### src/rtl/apb_slave_regfile.sv
// APB4 completer with a small byte-strobed register file and a read-only ID register at index 0.
// Latency: setup cycle + 1 ACCESS cycle + WAIT_CYCLES stall cycles (PREADY low) per transfer.
// Backpressure: stalls the master by holding PREADY low; an aborted ACCESS returns to IDLE with no write.
//
// Ports: PCLK/PRESETn (async active-low) clock and reset; PSEL/PENABLE/PWRITE/PADDR/PWDATA/PSTRB/PPROT
// APB request inputs; PREADY/PRDATA/PSLVERR APB response outputs (PRDATA/PSLVERR are 0 unless PREADY).
// Optional macro APB_SLAVE_PPROT_CHECK_EN: unprivileged (PPROT[0]=0) accesses to the upper half of the
// register file are rejected with PSLVERR. Without it PPROT is ignored.
module apb_slave_regfile #(
    parameter int          ADDR_WIDTH  = 32,
    parameter int          DATA_WIDTH  = 32,
    parameter int          NUM_REGS    = 16,
    parameter int          WAIT_CYCLES = 2,
    parameter logic [31:0] ID_VALUE    = 32'hA9B4_0001
) (
    input  logic                    PCLK,
    input  logic                    PRESETn,
    input  logic                    PSEL,
    input  logic                    PENABLE,
    input  logic                    PWRITE,
    input  logic [ADDR_WIDTH-1:0]   PADDR,
    input  logic [DATA_WIDTH-1:0]   PWDATA,
    input  logic [DATA_WIDTH/8-1:0] PSTRB,
    input  logic [2:0]              PPROT,
    output logic                    PREADY,
    output logic [DATA_WIDTH-1:0]   PRDATA,
    output logic                    PSLVERR
);

    localparam int STRB_W = DATA_WIDTH / 8;
    localparam int OFF    = $clog2(STRB_W);
    localparam int IW     = $clog2(NUM_REGS);

    // Low address bits that must be zero for a word-aligned access.
    localparam logic [ADDR_WIDTH-1:0] LANE_MASK = ADDR_WIDTH'((1 << OFF) - 1);
    localparam logic [DATA_WIDTH-1:0] ID_TRUNC  = ID_VALUE[DATA_WIDTH-1:0];

    typedef enum logic {
        IDLE,
        ACCESS
    } state_t;

    state_t     state, next_state;
    logic [3:0] cnt, next_cnt;

    logic [DATA_WIDTH-1:0] regs [1:NUM_REGS-1];
    logic [DATA_WIDTH-1:0] rd_val;
    logic [IW-1:0]         idx;
    logic                  misaligned;
    logic                  out_of_range;
    logic                  ro_write;
    logic                  prot_err;
    logic                  err;
    logic                  wr_en;
    logic                  unused_pprot;

    // ------------------------------------------------------------------
    // Address decode and error classification
    // ------------------------------------------------------------------
    assign idx          = PADDR[OFF+IW-1:OFF];
    assign misaligned   = |(PADDR & LANE_MASK);
    assign out_of_range = |(PADDR >> (OFF + IW));
    assign ro_write     = PWRITE && (idx == '0);

`ifdef APB_SLAVE_PPROT_CHECK_EN
    // idx MSB set means idx >= NUM_REGS/2, the privileged-only half.
    assign prot_err     = !PPROT[0] && idx[IW-1];
    assign unused_pprot = ^PPROT[2:1];
`else
    assign prot_err     = 1'b0;
    assign unused_pprot = ^PPROT;
`endif

    assign err = misaligned || out_of_range || ro_write || prot_err;

    // ------------------------------------------------------------------
    // Transfer FSM
    // ------------------------------------------------------------------
    always_ff @(posedge PCLK or negedge PRESETn) begin
        if (!PRESETn) begin
            state <= IDLE;
            cnt   <= '0;
        end else begin
            state <= next_state;
            cnt   <= next_cnt;
        end
    end

    always_comb begin
        next_state = state;
        next_cnt   = cnt;
        PREADY     = 1'b0;
        case (state)
            IDLE: begin
                if (PSEL && !PENABLE) begin
                    next_state = ACCESS;
                    next_cnt   = 4'(WAIT_CYCLES);
                end
            end
            ACCESS: begin
                if (PSEL && PENABLE) begin
                    if (cnt != '0) begin
                        next_cnt = cnt - 4'd1;
                    end else begin
                        PREADY     = 1'b1;
                        next_state = IDLE;
                    end
                end else begin
                    // Master dropped the access phase early: abandon the transfer.
                    next_state = IDLE;
                end
            end
            default: next_state = IDLE;
        endcase
    end

    // ------------------------------------------------------------------
    // Register file
    // ------------------------------------------------------------------
    assign wr_en = PREADY && PWRITE && !err;

    always_ff @(posedge PCLK or negedge PRESETn) begin
        if (!PRESETn) begin
            for (int i = 1; i < NUM_REGS; i++) begin
                regs[i] <= '0;
            end
        end else if (wr_en) begin
            for (int i = 1; i < NUM_REGS; i++) begin
                if (idx == IW'(i)) begin
                    for (int b = 0; b < STRB_W; b++) begin
                        if (PSTRB[b]) begin
                            regs[i][8*b +: 8] <= PWDATA[8*b +: 8];
                        end
                    end
                end
            end
        end
    end

    always_comb begin
        rd_val = ID_TRUNC;
        for (int i = 1; i < NUM_REGS; i++) begin
            if (idx == IW'(i)) begin
                rd_val = regs[i];
            end
        end
    end

    // ------------------------------------------------------------------
    // Response: data and error are only meaningful in the completing cycle.
    // ------------------------------------------------------------------
    assign PRDATA  = (PREADY && !PWRITE && !err) ? rd_val : '0;
    assign PSLVERR = PREADY && err;

endmodule

### config.mk
export PLATFORM = sky130hd
export DESIGN_NAME = apb_slave_regfile
export DESIGN_NICKNAME = d
export VERILOG_FILES = /design/src/rtl/apb_slave_regfile.sv
export SDC_FILE = /design/constraint.sdc
export NUM_CORES = 1
export LEC_CHECK = 0
export ABC_CLOCK_PERIOD_IN_PS = 2740
export BUFFER_PORTS_ARGS = -buffer_cell sky130_fd_sc_hd__buf_2
export CAP_MARGIN = 0
export CORE_MARGIN = 5
export CORE_UTILIZATION = 40
export DETAILED_ROUTE_END_ITERATION = 16
export PLACE_DENSITY = 0.62
export SLEW_MARGIN = 20
export SYNTH_ARGS = -nofsm -noshare
export SYNTH_HDL_FRONTEND = slang
export SYNTH_SLANG_ARGS = --single-unit
### constraint.sdc
create_clock -name PCLK -period 2.74 [get_ports PCLK]
set_clock_uncertainty 0.15 [all_clocks]
set_input_delay 0.137 -clock PCLK [delete_from_list [all_inputs] [get_ports PCLK]]
set_output_delay 0.137 -clock PCLK [all_outputs]
set_load 0.05 [all_outputs]
## Word level (Yosys, flattened, before mapping)

Index checks and enable logic that the tools add are counted.

- Register bits: 485
- Latch bits: 0
- Bits in writable memories: 0
- ROM bits: 0
- Bits of input ports: 76
- Output and inout bits: 34
- Logic and storage cells: 187
- Memories kept: 0

- Add/sub/neg operators: 1
- Multiply operators: 0
- Div/mod/pow operators: 0
- Magnitude comparators: 0
- Equal/unequal tests: 18
- Shift-type cells: 0
- Muxes and demuxes: 27
- Bitwise operators: 1
- Reduce and logical (&&, ||, !) cells: 78

Operator list:

| kind | count |
|---|---|
| $mux W32 | 16 |
| $reduce_and A3 Y1 | 61 |
| $eq A4 B4 Y1 const B | 8 |
| $reduce_or A26 Y1 | 1 |
| $eq A4 B3 Y1 const B | 4 |
| $mux W4 | 3 |
| $eq A4 B2 Y1 const B | 2 |
| $logic_and A1 B1 Y1 | 8 |
| $pmux W4 S2 | 1 |
| $mux W1 | 6 |
| $eq A4 B1 Y1 const B | 1 |
| $logic_not A4 Y1 | 1 |
| $ne A2 B1 Y1 const B | 2 |
| $reduce_bool A4 Y1 | 1 |
| $sub A4 B1 Y4 const B | 1 |
| $logic_not A1 Y1 | 3 |
| $logic_or A1 B1 Y1 | 2 |
| $ne A2 B2 Y1 const B | 1 |
| $pmux W1 S2 | 1 |
| $reduce_or A2 Y1 | 1 |
| $not A1 Y1 | 1 |

## Longest topological paths before layout

Gate-level depths: netlist (run 1).

- Word-level depth: 17
- Gate-level depth with buffers: 11
- Mapped depth without buffers: 7

## Worst setup path before layout (run 1)

No wires, ideal clock.

- Path kind: reg-to-output
- Start point: register cnt[0]
- End point: output port PRDATA[6]
- Data arrival time: 3.933 ns
- Required time: 2.453 ns
- Path slack: -1.480 ns
- Cell stages (with the launch flop): 9
- Path buffers: 2
- Path through: dfrtp_1 -> inv_1 -> ha_1 -> nor3b_1 -> nand2b_1 -> buf_2 -> or3_1 -> clkbuf_1 -> a2111oi_0

- Word-level cells in the longest chain between the ends: 7

RTL lines:

| item | line | source |
|---|---|---|
| start: declaration | 44 | `logic [3:0] cnt, next_cnt;` |
| start signal: assignment | 85 | `cnt <= next_cnt;` |
| $reduce_bool A4 Y1 | 102 | `if (cnt != '0) begin` |
| $mux W1 | 102 |  |
| $mux W1 | 101 | `if (PSEL && PENABLE) begin` |
| $mux W1 | 93 | `case (state)` |
| $logic_and A1 B1 Y1 (2 in a row) | 152 | `assign PRDATA = (PREADY && !PWRITE && !err) ? rd_val : '0;` |
| $mux W32 | 152 |  |
| end: declaration | 26 | `output logic [DATA_WIDTH-1:0] PRDATA,` |

Every way passes these cells.

## Worst setup path in the final report (run 1)

- Start point: register cnt[1]
- End point: output port PRDATA[6]

Same word-level chain as after synthesis.

==> results of run 1 <==
[worst reg2reg max path, cell delays in order (launching register included)]
cell and delay [ps]:
dfrtp_1 390, inv_2 80, ha_4 120, nor3b_4 230, nand2b_4 140, buf_4 390, nor4_4 500, buf_4 220
mux2_2 340
[how the worst max path moves through the flow]
| stage | from | endpoint | slack [ps] | cells after the start |
|---|---|---|---|---|
| 2_1_floorplan | cnt[0] | PRDATA[12] | -340 | 8 |
| 3_3_place_gp | PADDR[4] | PRDATA[1] | -240 | 9 |
| 3_5_place_dp | PADDR[4] | PRDATA[1] | -230 | 9 |
| 4_1_cts | cnt[1] | PRDATA[21] | -310 | 9 |
| 5_1_grt | cnt[1] | PRDATA[14] | -410 | 9 |
| 6_report | cnt[1] | PRDATA[6] | -330 | 9 |
[per-layer routing]
metal	track usage (%)	vias to the layer above
met4	10.7	2
met5	0	-
li1	-	7623
met3	4.94	209
met1	34.1	9303
met2	39.1	762
[power groups by stage]
| stage | clock network [mW] | logic [mW] | registers, mW |
|---|---|---|---|
| global route | 7.75 | 1.41 | 7.18 |
| detailed placement | 0 | 1.22 | 7.31 |
| floorplan | 0 | 0.521 | 7.31 |
| finish | 7.35 | 1.33 | 7.18 |
| global placement | 0 | 1.20 | 7.31 |
| CTS | 7.46 | 1.31 | 7.18 |
[synthesized netlist by cell type, drive strengths merged (10+ instances only)]
cell    count  area (sq um)
a211oi     11          82.6
a21oi      78           390
a221oi     28           245
a22oi      32           240
and2       10          62.6
buf        47           270
clkbuf     88           330
dfrtp     485         12100
mux2      510          5740
mux2i      29           290
nand2      77           289
nand2b     11          68.8
nor2       76           288
nor3       25           125
nor4       72          1350
o211ai     10          75.1
o21ai      82           410
o221ai     22           193
o22ai      41           257
[per-stage QoR]
stage	cell area [sq um]	instances	power, mW
final	30400	2979	15.9
after floorplan	24100	1850	7.83
after detailed placement	27700	2839	8.53
after global routing	30400	2979	16.3
after global placement	27700	2839	8.51
after CTS	30300	2975	16.0
[layout make-up]
class                   count  area, sq um
flip-flops and latches    485        12100
clock inverters            11          135
inverters                   9         33.8
fillers                  5014        28600
multi-input cells        1221        11500
repair buffers            399         3950
well taps                 773          967
clock buffers              81         1660
[cell families after synthesis]
| logic type | count (synthesis) | share of synthesized area, % |
|---|---|---|
| multiplexers | 543 | 25.7 |
| buffers and inverters | 144 | 2.66 |
| adder cells (fa/ha/maj) | 2 | 0.105 |
| AND/OR/NAND/NOR | 302 | 10.1 |
| flip-flops | 485 | 51.0 |
| XOR/XNOR | 2 | 0.0736 |
| AO/OA/AOI/OAI | 372 | 10.4 |
[flip-flops by register name, indices dropped and copies added, names as in the netlist]
register,count
cnt,4
state,1
regs,480
[repair_timing]
| action | in CTS | in global routing |
|---|---|---|
| hold buffers | 37 | 0 |
| setup endpoints to repair | 261 | 43 |
| pin swaps | 5 | 6 |
| cloned | 1 | 0 |
| gates resized for setup | 70 | 13 |
| endpoints found under the hold margin | 970 | 0 |
| buffers inserted | 6 | 5 |
==> flow_summary.ini, run 1 <==
[routing]
wl_met3_mm = 6.14
final_antenna_net_count = 0
vias = 17900
routedWlPerCell_um = 27.2
drtIter0Drc = 1705
avgViaCountPerCell = 6.01
highest_layer = met5
drc = 0
first_pass_iters = 5
routed_wl_mm = 81.1
m1WireLength_mm = 33.7
met2_length_mm = 37.3

[clock_network]
cts-buffers-inserted = 54
cts_sinks = 485
ctsHtreeMaxLevel = 2
path_clk_slew_ps = 60
cts_tree = done
clock_latency_ps = 610
cts.path.max_buffers = 3
root_buffer = clkbuf_16

[final_layout]
final_cell_mix = 510 x mux2_2, 485 x dfrtp_1, 193 x buf_4, 80 x o21ai_0, 77 x nand2_1
diodes = 0
utilization_pct = 51.5
layout-drive-gt1-share_pct = 48.5
fin_nets = 2248
area_growth_pct = 27.6
layout_commonest_cell = mux2_2

[critical_path]
path_max_fanout = 5
max_stage_delay_ps = 460
timing.rr.end = regs[93]
path_common_cell = buf_12
r2r_slack_ps = 60
reg2regPathDepth = 8
cp_cell_sequence = inv_2 > ha_4 > nor3b_4 > nand2b_4 > or3_4 > buf_12 > a2111oi_4 > buf_4 > buf_12
critPathArrivalTime_ps = 2780
r2r_start = cnt[1]
critPathLaunchType = flop
required_ps = 2450
path_delay_family = simple AND/OR/NAND/NOR gates
critPathBufInv = 4
setup.worst_path.end_class = output port
slowest_stage = or3_4
path_class = flop to output port

[hold_path]
min_path_type = input pin to asynchronous set/reset pin

[outcome]
violations = setup timing
status = complete, but fails checks

[timing]
tightest_slew_ps = 991
post-route-period-util_pct = 112
setup_tns_ps = -6080
slew_headroom_pct = 33.6
slew_viol_final = 0
timing.hold.ws_ps = 99.0
layout_min_cycle_time_ps = 3070
finalSetupViolations = 32
rsz0062_at_grt = true
finalHoldViolations = 0
fmax_mhz = 326
fin_ws_ps = -327

[floorplan]
dieArea_sq_mm = 0.0645
io_pins = 110
die_w_um = 254
fp.dieH_um = 254
row_count = 89
initial_core_util_pct = 40.4
core_area_sq_mm = 0.0590

[global_route]
grt_usage_pct = 25.0
grt_pass1_vias = 18700
grt_pass1_wl_mm = 122
antenna_found_initial = 2
grt_start_max_net_pins = 67
grt-ovfl-total = 0

[synthesis]
async_reset_ff_share_pct = 100
synth_cell_type_count = 58
synth_edf_count = 0
seq_area_frac_synth_pct = 51.0
synth_cells = 1850
syn_nets = 1928
ys_warn_count = 0
avgSynthCellArea_sq_um = 12.9
synth-main-ff-cell = dfrtp_1
synthesis.area_sq_mm = 0.0238
ys_seq_elements = 485

[placed_design]
place.gp.congestion = 0.882
pre_cts_slack_ps = -230
dp_hpwl_mm = 55.4
io_buffers = 106

[power]
power.share.combinational_pct = 8.4
power_frac_clock_pct = 46.3
p_int_mw = 12.0
power.density_mw_per_mm2 = 522
ir_drop_mv = 0.477
p_sw_share_pct = 24.4
switching_power_mw = 3.87
cellLeakagePower_nw = 14.5
pwr-share-seq_pct = 45.3

[job]
drv_cap = 0
No activity file was read; power rests on OpenSTA's default activity.
==> inputs of run 2 (changes only) <==
- ABC_CLOCK_PERIOD_IN_PS: 2740 -> 3970
- PLACE_DENSITY: 0.62 -> 0.6
- clock period: 2.74 -> 3.97 ns (I/O delays scaled with it)
==> run 2 against run 1 <==
Compared with the run above:
- clock power fell by 33%
- sequential power fell by 31%
- core utilization decreased by 3.8 points
- highest routed layer is now met4
- sequential cell count unchanged
- the flow now finishes without violations
- via count fell by 3.1%
- non-clock buffer count shrank 124
- critical endpoint is now PRDATA[1]
- count of clock-buffer cells in the layout decreased by 7
- critical path depth decreased by 1
- largest cell class unchanged
- sequential share of layout area grew 3.2 points
==> flow_summary.ini, run 2 (synthesized netlist as in run 1, its figures left out) <==
[final_layout]
fin_nets = 2122
fill_cells = 5233
largest_reg_flops = 480
area_growth_pct = 18.2
multiInputGateArea_sq_mm = 0.0111
final_cell_mix = 510 x mux2_2, 485 x dfrtp_1, 132 x buf_4, 86 x buf_2, 82 x o21ai_0
layout-drive-gt1-share_pct = 43.9
layout_commonest_cell = mux2_2
instances_no_fill = 2859
seqCellArea_sq_mm = 0.0121
top_register = regs
largestRegisters = regs: 480 flops, cnt: 4 flops, state: 1 flops

[critical_path]
required_ps = 3620
critPathLaunchType = flop
critPathArrivalTime_ps = 3380
path_max_fanout = 21
critPathBufInv = 3
path_class = flop to output port
path_delay_family = simple AND/OR/NAND/NOR gates
max_stage_delay_ps = 540
setup.worst_path.end_class = output port
r2r_slack_ps = 830
cp_cell_sequence = inv_1 > ha_1 > nor3b_2 > nand2b_4 > or3_4 > buf_4 > a211oi_1 > buf_2
slowest_stage = or3_4

[clock_network]
cts.path.max_buffers = 3
cts-buffers-inserted = 52
ctsHtreeMaxLevel = 2
cts_sinks = 485
clock_latency_ps = 580
cts_setup_buffers = 0
cts_tree = done
path_clk_slew_ps = 60
root_buffer = clkbuf_16

[outcome]
status = completed

[floorplan]
io_pins = 110
die_w_um = 254
fp.dieH_um = 254
core_area_sq_mm = 0.0590
row_count = 89
dieArea_sq_mm = 0.0645
initial_core_util_pct = 40.4

[timing]
post-route-period-util_pct = 93.9
tightest_slew_ps = 1060
slew_viol_final = 0
slew_headroom_pct = 29.1
layout_min_cycle_time_ps = 3730
finalSetupViolations = 0
setup_tns_ps = 0
fmax_mhz = 268
finalHoldViolations = 0
rsz0062_at_grt = false

[hold_path]
min_path_type = input pin to asynchronous set/reset pin

[placed_design]
dp_hpwl_mm = 51.7
io_buffers = 106
place.gp.congestion = 0.869
dp_cells = 2727

[global_route]
grt_start_max_net_pins = 109
grt_pass1_vias = 17900
grt_usage_pct = 24.1
grt-ovfl-total = 0
grt_pass1_wl_mm = 118
antenna_found_initial = 1

[job]
drv_cap = 0

[routing]
final_antenna_net_count = 0
routedWlPerCell_um = 27.5
first_pass_iters = 7
drtIter0Drc = 1593
avgViaCountPerCell = 6.07
drc = 0
routed_wl_mm = 78.6
vias = 17400

[power]
power.density_mw_per_mm2 = 379
ir_drop_mv = 0.282
cellLeakagePower_nw = 13.6
==> run 2: changes by cell type in the layout (fill, tap and decap cells not counted), sizes merged <==
| cell | previous run | this run |
|---|---|---|
| clkbuf | 81 | 74 |
| buf | 363 | 239 |
| diode | 0 | 2 |
| clkinv | 7 | 16 |
| bufinv | 3 | 4 |
| inv | 8 | 9 |
| clkinvlp | 2 | 0 |
==> run 2: worst register-to-register path, delay by kind of cell (launching register included) <==
family | cells | cell delay [ps]
and+or+nand+nor | 3 | 1480
buffers and inverters | 2 | 440
muxes | 1 | 430
DFF | 1 | 400
adders and majority gates | 1 | 140
==> run 2: path summary, 6_finish.rpt <==
check / startpoint / end / cells past startpoint
min: PRESETn / regs[431] / 2
max reg2reg: cnt[0] / regs[476] / 7
min in group PCLK: PSTRB[2] / regs[340] / 5
max: cnt[0] / PRDATA[1] / 8
max in group asynchronous: PRESETn / regs[405] / 4
min reg2reg: cnt[0] / cnt[0] / 1
==> run 2: timing repair <==
item	CTS	global route
endpoints found under the setup margin	7	6
gates resized for setup	4	3
hold buffers	36	0
gates cloned	0	0
hold endpoints to repair	563	0
==> run 2: through the flow <==
stage | util, % | cell area, sq um | hold WS, ps | setup slack (ps) | power [mW]
2_1_floorplan | - | 23800 | -247 | 365 | 5.39
3_3_place_gp | 44.1 | 26000 | 120 | 530 | 5.80
3_5_place_dp | 44.1 | 26000 | 123 | 497 | 5.81
4_1_cts | 47.7 | 28100 | 86.7 | 25.0 | 10.8
5_1_grt | 47.7 | 28200 | 101 | 118 | 11.0
6_report | 47.7 | 28200 | 61.1 | 242 | 10.7
==> run 2: per-layer routing <==
layer	wire, um	global-route usage (%)	vias up
met5	0	0	-
met4	3230	9.45	0
met3	5680	4.35	209
met2	36200	38.1	724
met1	33500	33.1	9061
li1	-	-	7359
==> run 2: power breakdown <==
part | switching (mW) | internal [mW]
combinational | 0.593 | 0.218
clock | 2.00 | 2.90
sequential | 0.00603 | 4.95
total | 2.60 | 8.07
==> run 2: cell type report <==
cell class	instances	share of cell area, %
diodes	2	0.0178
clock buffers	74	5.38
clock inverters	20	0.738
inverters	9	0.120
multi-input cells	1221	39.4
flip-flops and latches	485	43.1
well taps	773	3.43
repair buffers	275	7.77
